--- src/rtl/pio_release_gate.sv ---
// pio_release_gate: holds one processor-written PIO value and forwards it to
// pio_out only when the fingerprint comparator releases it with the matching
// task key and a pass verdict. Failed, aborted or timed-out values are dropped
// and recorded in sticky status bits that drive irq.
module pio_release_gate #(
    parameter int KEY_W          = 4,
    parameter int PIO_W          = 4,
    parameter int TIMEOUT_CYCLES = 65535
) (
    input  logic             clk,
    input  logic             reset,
    input  logic [1:0]       avs_address,
    input  logic             avs_write,
    input  logic [31:0]      avs_writedata,
    input  logic             avs_read,
    output logic [31:0]      avs_readdata,
    input  logic             rel_valid,
    input  logic [KEY_W-1:0] rel_key,
    input  logic             rel_pass,
    output logic [PIO_W-1:0] pio_out,
    output logic             released,
    output logic             irq
);

    localparam int TW = (TIMEOUT_CYCLES > 1) ? $clog2(TIMEOUT_CYCLES) : 1;
    localparam logic [TW-1:0] TMAX = TW'((TIMEOUT_CYCLES > 0) ? TIMEOUT_CYCLES - 1 : 0);

    localparam logic [1:0] A_TASK = 2'd0;
    localparam logic [1:0] A_DATA = 2'd1;
    localparam logic [1:0] A_STAT = 2'd2;
    localparam logic [1:0] A_CTRL = 2'd3;

    typedef enum logic [1:0] {
        IDLE    = 2'd0,
        ARMED   = 2'd1,
        PENDING = 2'd2
    } state_t;

    // Field order matches STATUS[7:2] so the struct drops straight into the read word.
    typedef struct packed {
        logic timeout;
        logic early;
        logic abort;
        logic fault;
        logic notask;
        logic overflow;
    } sticky_t;

    state_t             state, nxt_state;
    logic [KEY_W-1:0]   task_id, nxt_task;
    logic [PIO_W-1:0]   data_q, nxt_data;
    logic [TW-1:0]      timer, nxt_timer;
    sticky_t            sticky, nxt_sticky;
    logic [7:0]         mism_cnt, nxt_mism;
    logic [PIO_W-1:0]   nxt_pio;
    logic               nxt_rel;
    logic [31:0]        rd_mux;

    logic rel_hit, rel_miss, tmo;
    logic wr_task, wr_data, wr_ctrl;

    // Upper write-data bits carry no meaning for any register.
    logic unused_wd;
    assign unused_wd = ^avs_writedata;

    assign rel_hit  = rel_valid && (state == PENDING) && (rel_key == task_id);
    assign rel_miss = rel_valid && !rel_hit;
    assign tmo      = (TIMEOUT_CYCLES > 0) && (state == PENDING) && (timer == TMAX) && !rel_hit;
    assign wr_task  = avs_write && (avs_address == A_TASK);
    assign wr_data  = avs_write && (avs_address == A_DATA);
    assign wr_ctrl  = avs_write && (avs_address == A_CTRL);

    // Next-state: release/timeout resolved on the old state first, then any bus write layered on top.
    always_comb begin
        nxt_state  = state;
        nxt_task   = task_id;
        nxt_data   = data_q;
        nxt_timer  = timer;
        nxt_sticky = sticky;
        nxt_mism   = mism_cnt;
        nxt_pio    = pio_out;
        nxt_rel    = 1'b0;

        if (state == PENDING)
            nxt_timer = timer + TW'(1);

        if (rel_hit) begin
            nxt_state = IDLE;
            if (rel_pass) begin
                nxt_pio = data_q;
                nxt_rel = 1'b1;
            end else begin
                nxt_sticky.fault = 1'b1;
            end
        end else if (tmo) begin
            nxt_state          = IDLE;
            nxt_sticky.timeout = 1'b1;
        end

        if (rel_miss) begin
            if (mism_cnt != 8'hFF)
                nxt_mism = mism_cnt + 8'd1;
            if (state == ARMED)
                nxt_sticky.early = 1'b1;
        end

        if (wr_task) begin
            // Only a value still pending after this cycle's release is aborted.
            if (nxt_state == PENDING)
                nxt_sticky.abort = 1'b1;
            nxt_task  = avs_writedata[KEY_W-1:0];
            nxt_state = ARMED;
        end else if (wr_data) begin
            // A release this cycle frees the slot, so the new word is accepted.
            if (rel_hit || nxt_state == ARMED) begin
                nxt_data  = avs_writedata[PIO_W-1:0];
                nxt_timer = '0;
                nxt_state = PENDING;
            end else if (nxt_state == PENDING) begin
                nxt_sticky.overflow = 1'b1;
            end else begin
                nxt_sticky.notask = 1'b1;
            end
        end else if (wr_ctrl) begin
            if (avs_writedata[0]) begin
                nxt_sticky = '0;
                nxt_mism   = '0;
            end
            if (avs_writedata[1])
                nxt_state = IDLE;
        end
    end

    // Read mux; sampled into avs_readdata for fixed latency 1.
    always_comb begin
        rd_mux = '0;
        case (avs_address)
            A_TASK:  rd_mux = 32'(task_id);
            A_DATA:  rd_mux = 32'(data_q);
            A_STAT:  rd_mux = 32'({task_id, mism_cnt, sticky, state});
            default: rd_mux = '0;
        endcase
    end

    // Controller state and registered outputs.
    always_ff @(posedge clk or posedge reset) begin
        if (reset) begin
            state        <= IDLE;
            task_id      <= '0;
            data_q       <= '0;
            timer        <= '0;
            sticky       <= '0;
            mism_cnt     <= '0;
            pio_out      <= '0;
            released     <= 1'b0;
            irq          <= 1'b0;
            avs_readdata <= '0;
        end else begin
            state    <= nxt_state;
            task_id  <= nxt_task;
            data_q   <= nxt_data;
            timer    <= nxt_timer;
            sticky   <= nxt_sticky;
            mism_cnt <= nxt_mism;
            pio_out  <= nxt_pio;
            released <= nxt_rel;
            irq      <= |nxt_sticky;
            if (avs_read)
                avs_readdata <= rd_mux;
        end
    end

endmodule

--- config.mk ---
export PLATFORM = sky130hd
export DESIGN_NAME = pio_release_gate
export DESIGN_NICKNAME = d
export VERILOG_FILES = /design/src/rtl/pio_release_gate.sv
export SDC_FILE = /design/constraint.sdc
export NUM_CORES = 1
export LEC_CHECK = 0
export ABC_AREA = 1
export BUFFER_PORTS_ARGS = -buffer_cell sky130_fd_sc_hd__buf_4
export CORE_ASPECT_RATIO = 0.75
export CORE_MARGIN = 2
export CORE_UTILIZATION = 54
export DETAILED_ROUTE_END_ITERATION = 8
export PLACE_DENSITY = 0.86
export SETUP_SLACK_MARGIN = 0.4
export SLEW_MARGIN = 20
export SYNTH_ARGS = -nofsm -noshare
export SYNTH_HDL_FRONTEND = slang
export SYNTH_SLANG_ARGS = --single-unit
export TNS_END_PERCENT = 1
--- constraint.sdc ---
create_clock -name clk -period 2.5 [get_ports clk]
set_clock_uncertainty 0.1 [all_clocks]
set_input_delay 0.5 -clock clk [delete_from_list [all_inputs] [get_ports clk]]
set_output_delay 0.5 -clock clk [all_outputs]
set_load 0.02 [all_outputs]
* Yosys cells after proc, flatten, opt, wreduce, memory -nomap -nowiden
Index checks and enable logic that the tools add are counted.
** Storage, ports and cells
- Output and inout port bits :: 38
- Bits of input ports :: 44
- Register bits after elaboration :: 78
** Operators by class
- Reduce and logical (&&, ||, !) cells :: 14
- Mux-type cells :: 37
- $add $sub $neg :: 2
- Bitwise gates (word level) :: 1
- Equal/unequal tests :: 10
** Operator list (count)
- $mux W16 :: 4
- $pmux W20 S3 :: 1
- $mux W8 :: 6
- $mux W2 :: 10
- $add A16 B1 Y16 const B :: 1
- $eq A16 B16 Y1 const B :: 1
- $mux W1 :: 12
- $mux W6 :: 2
- $add A8 B1 Y8 const B :: 1
- $eq A2 B2 Y1 const B :: 4
- $logic_and A1 B1 Y1 :: 8
- $ne A8 B8 Y1 const B :: 1
- $eq A2 B1 Y1 const B :: 3
- $reduce_or A6 Y1 :: 1
- $eq A4 B4 Y1 :: 1
- $mux W4 :: 1
- $mux W3 :: 1
- $reduce_and A3 Y1 :: 1
- $logic_not A2 Y1 :: 1
- $reduce_and A2 Y1 :: 1
- $logic_not A1 Y1 :: 1
- $logic_or A1 B1 Y1 :: 1
- $not A1 Y1 :: 1

* Depth between registers and ports, before layout
- Word-level depth :: 13
- Gate-level depth with buffers :: 12
- Gate-level depth less buffers :: 12

* Worst setup path before layout
OpenSTA, ideal clock, no wires.
- Path kind :: register to register
- Start :: register state[0]
- End :: register timer[13]
- Clock period less this slack :: 1644 ps
- Data required time :: 2279 ps
- Stages on the path, launching flop included :: 11
- Path slack :: 856 ps
- Arrival time :: 1423 ps
- Library setup time :: 121 ps
- Cell sequence :: dfrtp_1 > inv_1 > nand2_4 > nor2_4 > nand2_1 > nor2_2 > nand3_1 > nor2_2 > nand2_1 > o21ai_0 > nor2_1
** Between the ends
- Longest elaborated chain between the ends :: 12
- Elaborated cells on any way between the ends :: 14
- Classes of those cells :: eq/ne (2); mux (6); reduce/logical (6)
** Ends and longest elaborated chain
- start: declaration :: RTL line 49 : state_t state, nxt_state;
- start signal: assignment :: RTL line 159 : state <= nxt_state;
- $eq A2 B2 Y1 :: RTL line 66, 68, 84
- $logic_and A1 B1 Y1 (2 in series) :: RTL line 66 : assign rel_hit = rel_valid && (state == PENDING) && (rel_key == task_id);
- $logic_not A1 Y1 :: RTL line 68 : assign tmo = (TIMEOUT_CYCLES > 0) && (state == PENDING) && (timer == TMAX) && !rel_hit;
- $logic_and A1 B1 Y1 :: RTL line 68
- $mux W2 :: RTL line 95 : end else if (tmo) begin
- $mux W2 :: RTL line 87 : if (rel_hit) begin
- $eq A2 B1 Y1 :: RTL line 115 : if (rel_hit || nxt_state == ARMED) begin
- $logic_or A1 B1 Y1 :: RTL line 115
- $mux W16 :: RTL line 115
- $mux W16 :: RTL line 113 : end else if (wr_data) begin
- $mux W16 * :: RTL line 107 : if (wr_task) begin
- named net nxt_timer[13] :: RTL line 52 : logic [TW-1:0] timer, nxt_timer;
- end signal: assignment :: RTL line 162 : timer <= nxt_timer;
- end: declaration :: RTL line 52
The timed path passes the listed nets; every way through them passes the cells marked *.
A chain may end at the register's enable or synchronous reset.

* Final worst setup path
- Start :: register task_id[2]
- End :: register mism_cnt[4]
** Between the ends
- Longest elaborated chain between the ends :: 9
** Ends and longest elaborated chain
- start: declaration :: RTL line 50 : logic [KEY_W-1:0] task_id, nxt_task;
- start signal: assignment :: RTL line 160 : task_id <= nxt_task;
- $eq A4 B4 Y1 * :: RTL line 66
- $logic_and A1 B1 Y1 * :: RTL line 66
- $logic_not A1 Y1 * :: RTL line 67 : assign rel_miss = rel_valid && !rel_hit;
- $logic_and A1 B1 Y1 * :: RTL line 67
- $mux W8 * :: RTL line 100 : if (rel_miss) begin
- $mux W8 :: RTL line 125 : if (avs_writedata[0]) begin
- $mux W8 :: RTL line 124 : end else if (wr_ctrl) begin
- $mux W8 :: RTL line 113
- $mux W8 * :: RTL line 107
- named net nxt_mism[4] :: RTL line 54 : logic [7:0] mism_cnt, nxt_mism;
- end signal: assignment :: RTL line 164 : mism_cnt <= nxt_mism;
- end: declaration :: RTL line 54
Marked as above.

==> impl_metrics.env <==
export IMPL_ant_nets=0
export IMPL_timing_rr_start="task_id[2]"
export IMPL_tns_ns=0
export IMPL_avgSynthCellArea_um2=8.07
export IMPL_initial_core_util=0.552
export IMPL_hold_class="in2async"
export IMPL_insertion_delay_ns=0.36
export IMPL_die_h_um=73.1
export IMPL_grt_max_degree=38
export IMPL_yosysSeqAreaShare=0.480
export IMPL_cp_arrival_ns=2.03
export IMPL_clockBufferDepth=2
export IMPL_clk_pin_slew_ns=0.08
export IMPL_end_kind="flip-flop"
export IMPL_grt_pass1_wl_um=12000
export IMPL_antenna_found_initial=0
export IMPL_die_area_um2=7030
export IMPL_powerDensity_nw_per_um2=793
export IMPL_r2r_cells=10
export IMPL_crit_path_top_delay_cell="dfrtp_1"
export IMPL_route_detailed_drc=0
export IMPL_syn_to_final_growth_pct=15.8
export IMPL_leakagePower_nw=2.01
export IMPL_ys_ff_latch=66
export IMPL_tritoncts="yes"
export IMPL_std_cell_rows=25
export IMPL_ios=82
export IMPL_setup_slack_ns=0.619
export IMPL_grt_overflow_total=0
export IMPL_max_stage_delay_ns=0.44
export IMPL_ir_drop_uv=454
export IMPL_firstDrtPassIters=4
export IMPL_place_gp_congestion=0.860
export IMPL_viasPerCell=5.14
export IMPL_slew_violations=0
export IMPL_ys_types=32
export IMPL_required_ns=2.65
export IMPL_cts_root_buf="clkbuf_8"
export IMPL_dp_hpwl_um=5220
export IMPL_drive_above_1_share=0.187
export IMPL_diodes=0
export IMPL_core_region_area_um2=6220
export IMPL_cp_cell_sequence="inv_1 > nand2_1 > nand2_1 > nor2_1 > nand3_4 > nand2_2 > nor2_4 > nand2_1 > o21ai_0 > nor2_1"
export IMPL_tightest_slew_ns=0.669
export IMPL_finalPower_mw=3.15
export IMPL_fmax_mhz=532
export IMPL_crit_top_cell="nand2_1"
export IMPL_layout_min_cycle_time_ns=1.88
export IMPL_grt_pass1_vias=2639
export IMPL_maxSlewHeadroom=0.553
export IMPL_cap_violations=0
export IMPL_crit_type="reg2reg"
export IMPL_cts_setup_buffers=0
export IMPL_rrSetupSlack_ns=0.62
export IMPL_fin_crit_sh=0.752
export IMPL_status="finished clean"
export IMPL_syn_area_um2=3440
export IMPL_crit_fanout=12
export IMPL_fill_cells=494
export IMPL_worst_r2r_endpoint="mism_cnt[4]"
export IMPL_synth_cells=426
export IMPL_setup_viol=0
export IMPL_first_iter_violations=202
export IMPL_holdBufCountCts=0
export IMPL_hold_viol_final=0
export IMPL_cts_buffers=9
export IMPL_pre_cts_ws_ns=0.365
export IMPL_wirelength_um=7330
export IMPL_nNetsFinal=517
export IMPL_ctsResizeCount=0
export IMPL_fin_util=0.639
export IMPL_dpl_cell_area_um2=3770
export IMPL_final_cell_area_um2=3980
export IMPL_cts_sinks=66
export IMPL_ys_warn_count=0
export IMPL_die_w_um=96.1
export IMPL_wl_per_cell_um=13.2
export IMPL_htreeDepth=3
export IMPL_io_buffers=41
export IMPL_cp_start_kind="flip-flop"
export IMPL_rsz0062_at_grt="false"
export IMPL_track_usage=0.226
export IMPL_vias=2857
==> synthesized netlist by cell type, drive strengths merged <==
master  instances  area share
o21ai          34       0.054
dfrtp          66        0.48
nand4          10       0.018
clkbuf          5      0.0055
inv            63       0.069
nand3          35       0.055
o21bai          1      0.0022
conb            1      0.0011
mux2            4       0.013
nor3            2      0.0029
xnor2           2      0.0051
xor2            9       0.023
a31oi           2      0.0036
or2             1      0.0018
ha              3       0.011
a21oi          12       0.021
buf            17       0.039
nand2         106        0.12
nor2           50       0.066
o211ai          1      0.0022
nor4            1      0.0036
a211oi          1      0.0036
==> through the flow <==
stage	cells	hold WS, ns
after floorplan	437	0.364
after global placement	540	0.365
after detailed placement	540	0.374
after CTS	556	0.153
after global routing	556	0.199
final	556	0.131
==> cell type report <==
cell class	count	area [um2]	share of cell area
Clock inverter	7	77.6	0.0195
Timing Repair Buffer	44	343	0.0861
Multi-Input combinational cell	286	1440	0.362
Clock buffer	9	124	0.0311
Inverter	63	240	0.0604
Tap cell	81	101	0.0255
Sequential cell	66	1650	0.415
==> critical path: cells and delay by family, from the launching register on <==
kind,cells,cell delay (ns)
simple gates,8,0.93
flops,1,0.44
compound gates,1,0.22
buf+inv,1,0.07
==> worst max-delay path by stage <==
stage | from | end | slack (ns) | cells after the start
detailed placement | rel_key[0] | mism_cnt[4] | 0.36 | 11
floorplan | state[0] | timer[13] | 0.86 | 10
CTS | task_id[2] | mism_cnt[4] | 0.51 | 10
global placement | rel_key[0] | mism_cnt[4] | 0.50 | 11
global route | state[0] | timer[13] | 0.41 | 10
finish | task_id[2] | mism_cnt[4] | 0.62 | 10
==> cells by family (layout without fill, tap and decap cells) <==
kind of cell,count (synthesis),in the layout,share of synthesized area
other,1,12,0.00109
buffers and inverters,85,123,0.114
flip-flops,66,66,0.480
adder cells (fa/ha/maj),3,3,0.0109
XOR/XNOR,11,11,0.0280
AND/OR/NAND/NOR,205,205,0.267
multiplexers,4,4,0.0131
AO/OA/AOI/OAI,51,51,0.0862
==> placed cells by master (no fill, tap or decap), drive strengths merged, types with 2 or more instances in the layout <==
cell type  instances
xnor2              2
nor2              50
nand3             35
nor3               2
ha                 3
inv               64
dfrtp             66
clkbuf             9
clkinv             3
nand4             10
nand2            106
o21ai             34
xor2               9
conb              12
mux2               4
clkinvlp           2
a31oi              2
a21oi             12
buf               44
==> report_power, final <==
part           leakage (nW)  total (mW)  internal, mW  switching (mW)
Clock                 0.100       0.915         0.468           0.447
Combinational          1.04       0.734         0.291           0.443
Sequential            0.862        1.51          1.29           0.219
Total                  2.01        3.15          2.05            1.11
==> routing by layer <==
layer | global-route usage | share of wire
met1 | 0.309 | 0.45
met2 | 0.345 | 0.46
met3 | 0.0537 | 0.069
met4 | 0.0952 | 0.023
met5 | 0 | 0
==> registers in the layout, indices dropped and copies added (netlist names) <==
| register | cells |
|---|---|
| sticky | 6 |
| avs_readdata | 20 |
| irq | 1 |
| mism_cnt | 8 |
| data_q | 4 |
| timer | 16 |
| state | 2 |
| task_id | 4 |
| pio_out | 4 |
| released | 1 |
(Power assumes the default switching activity.)
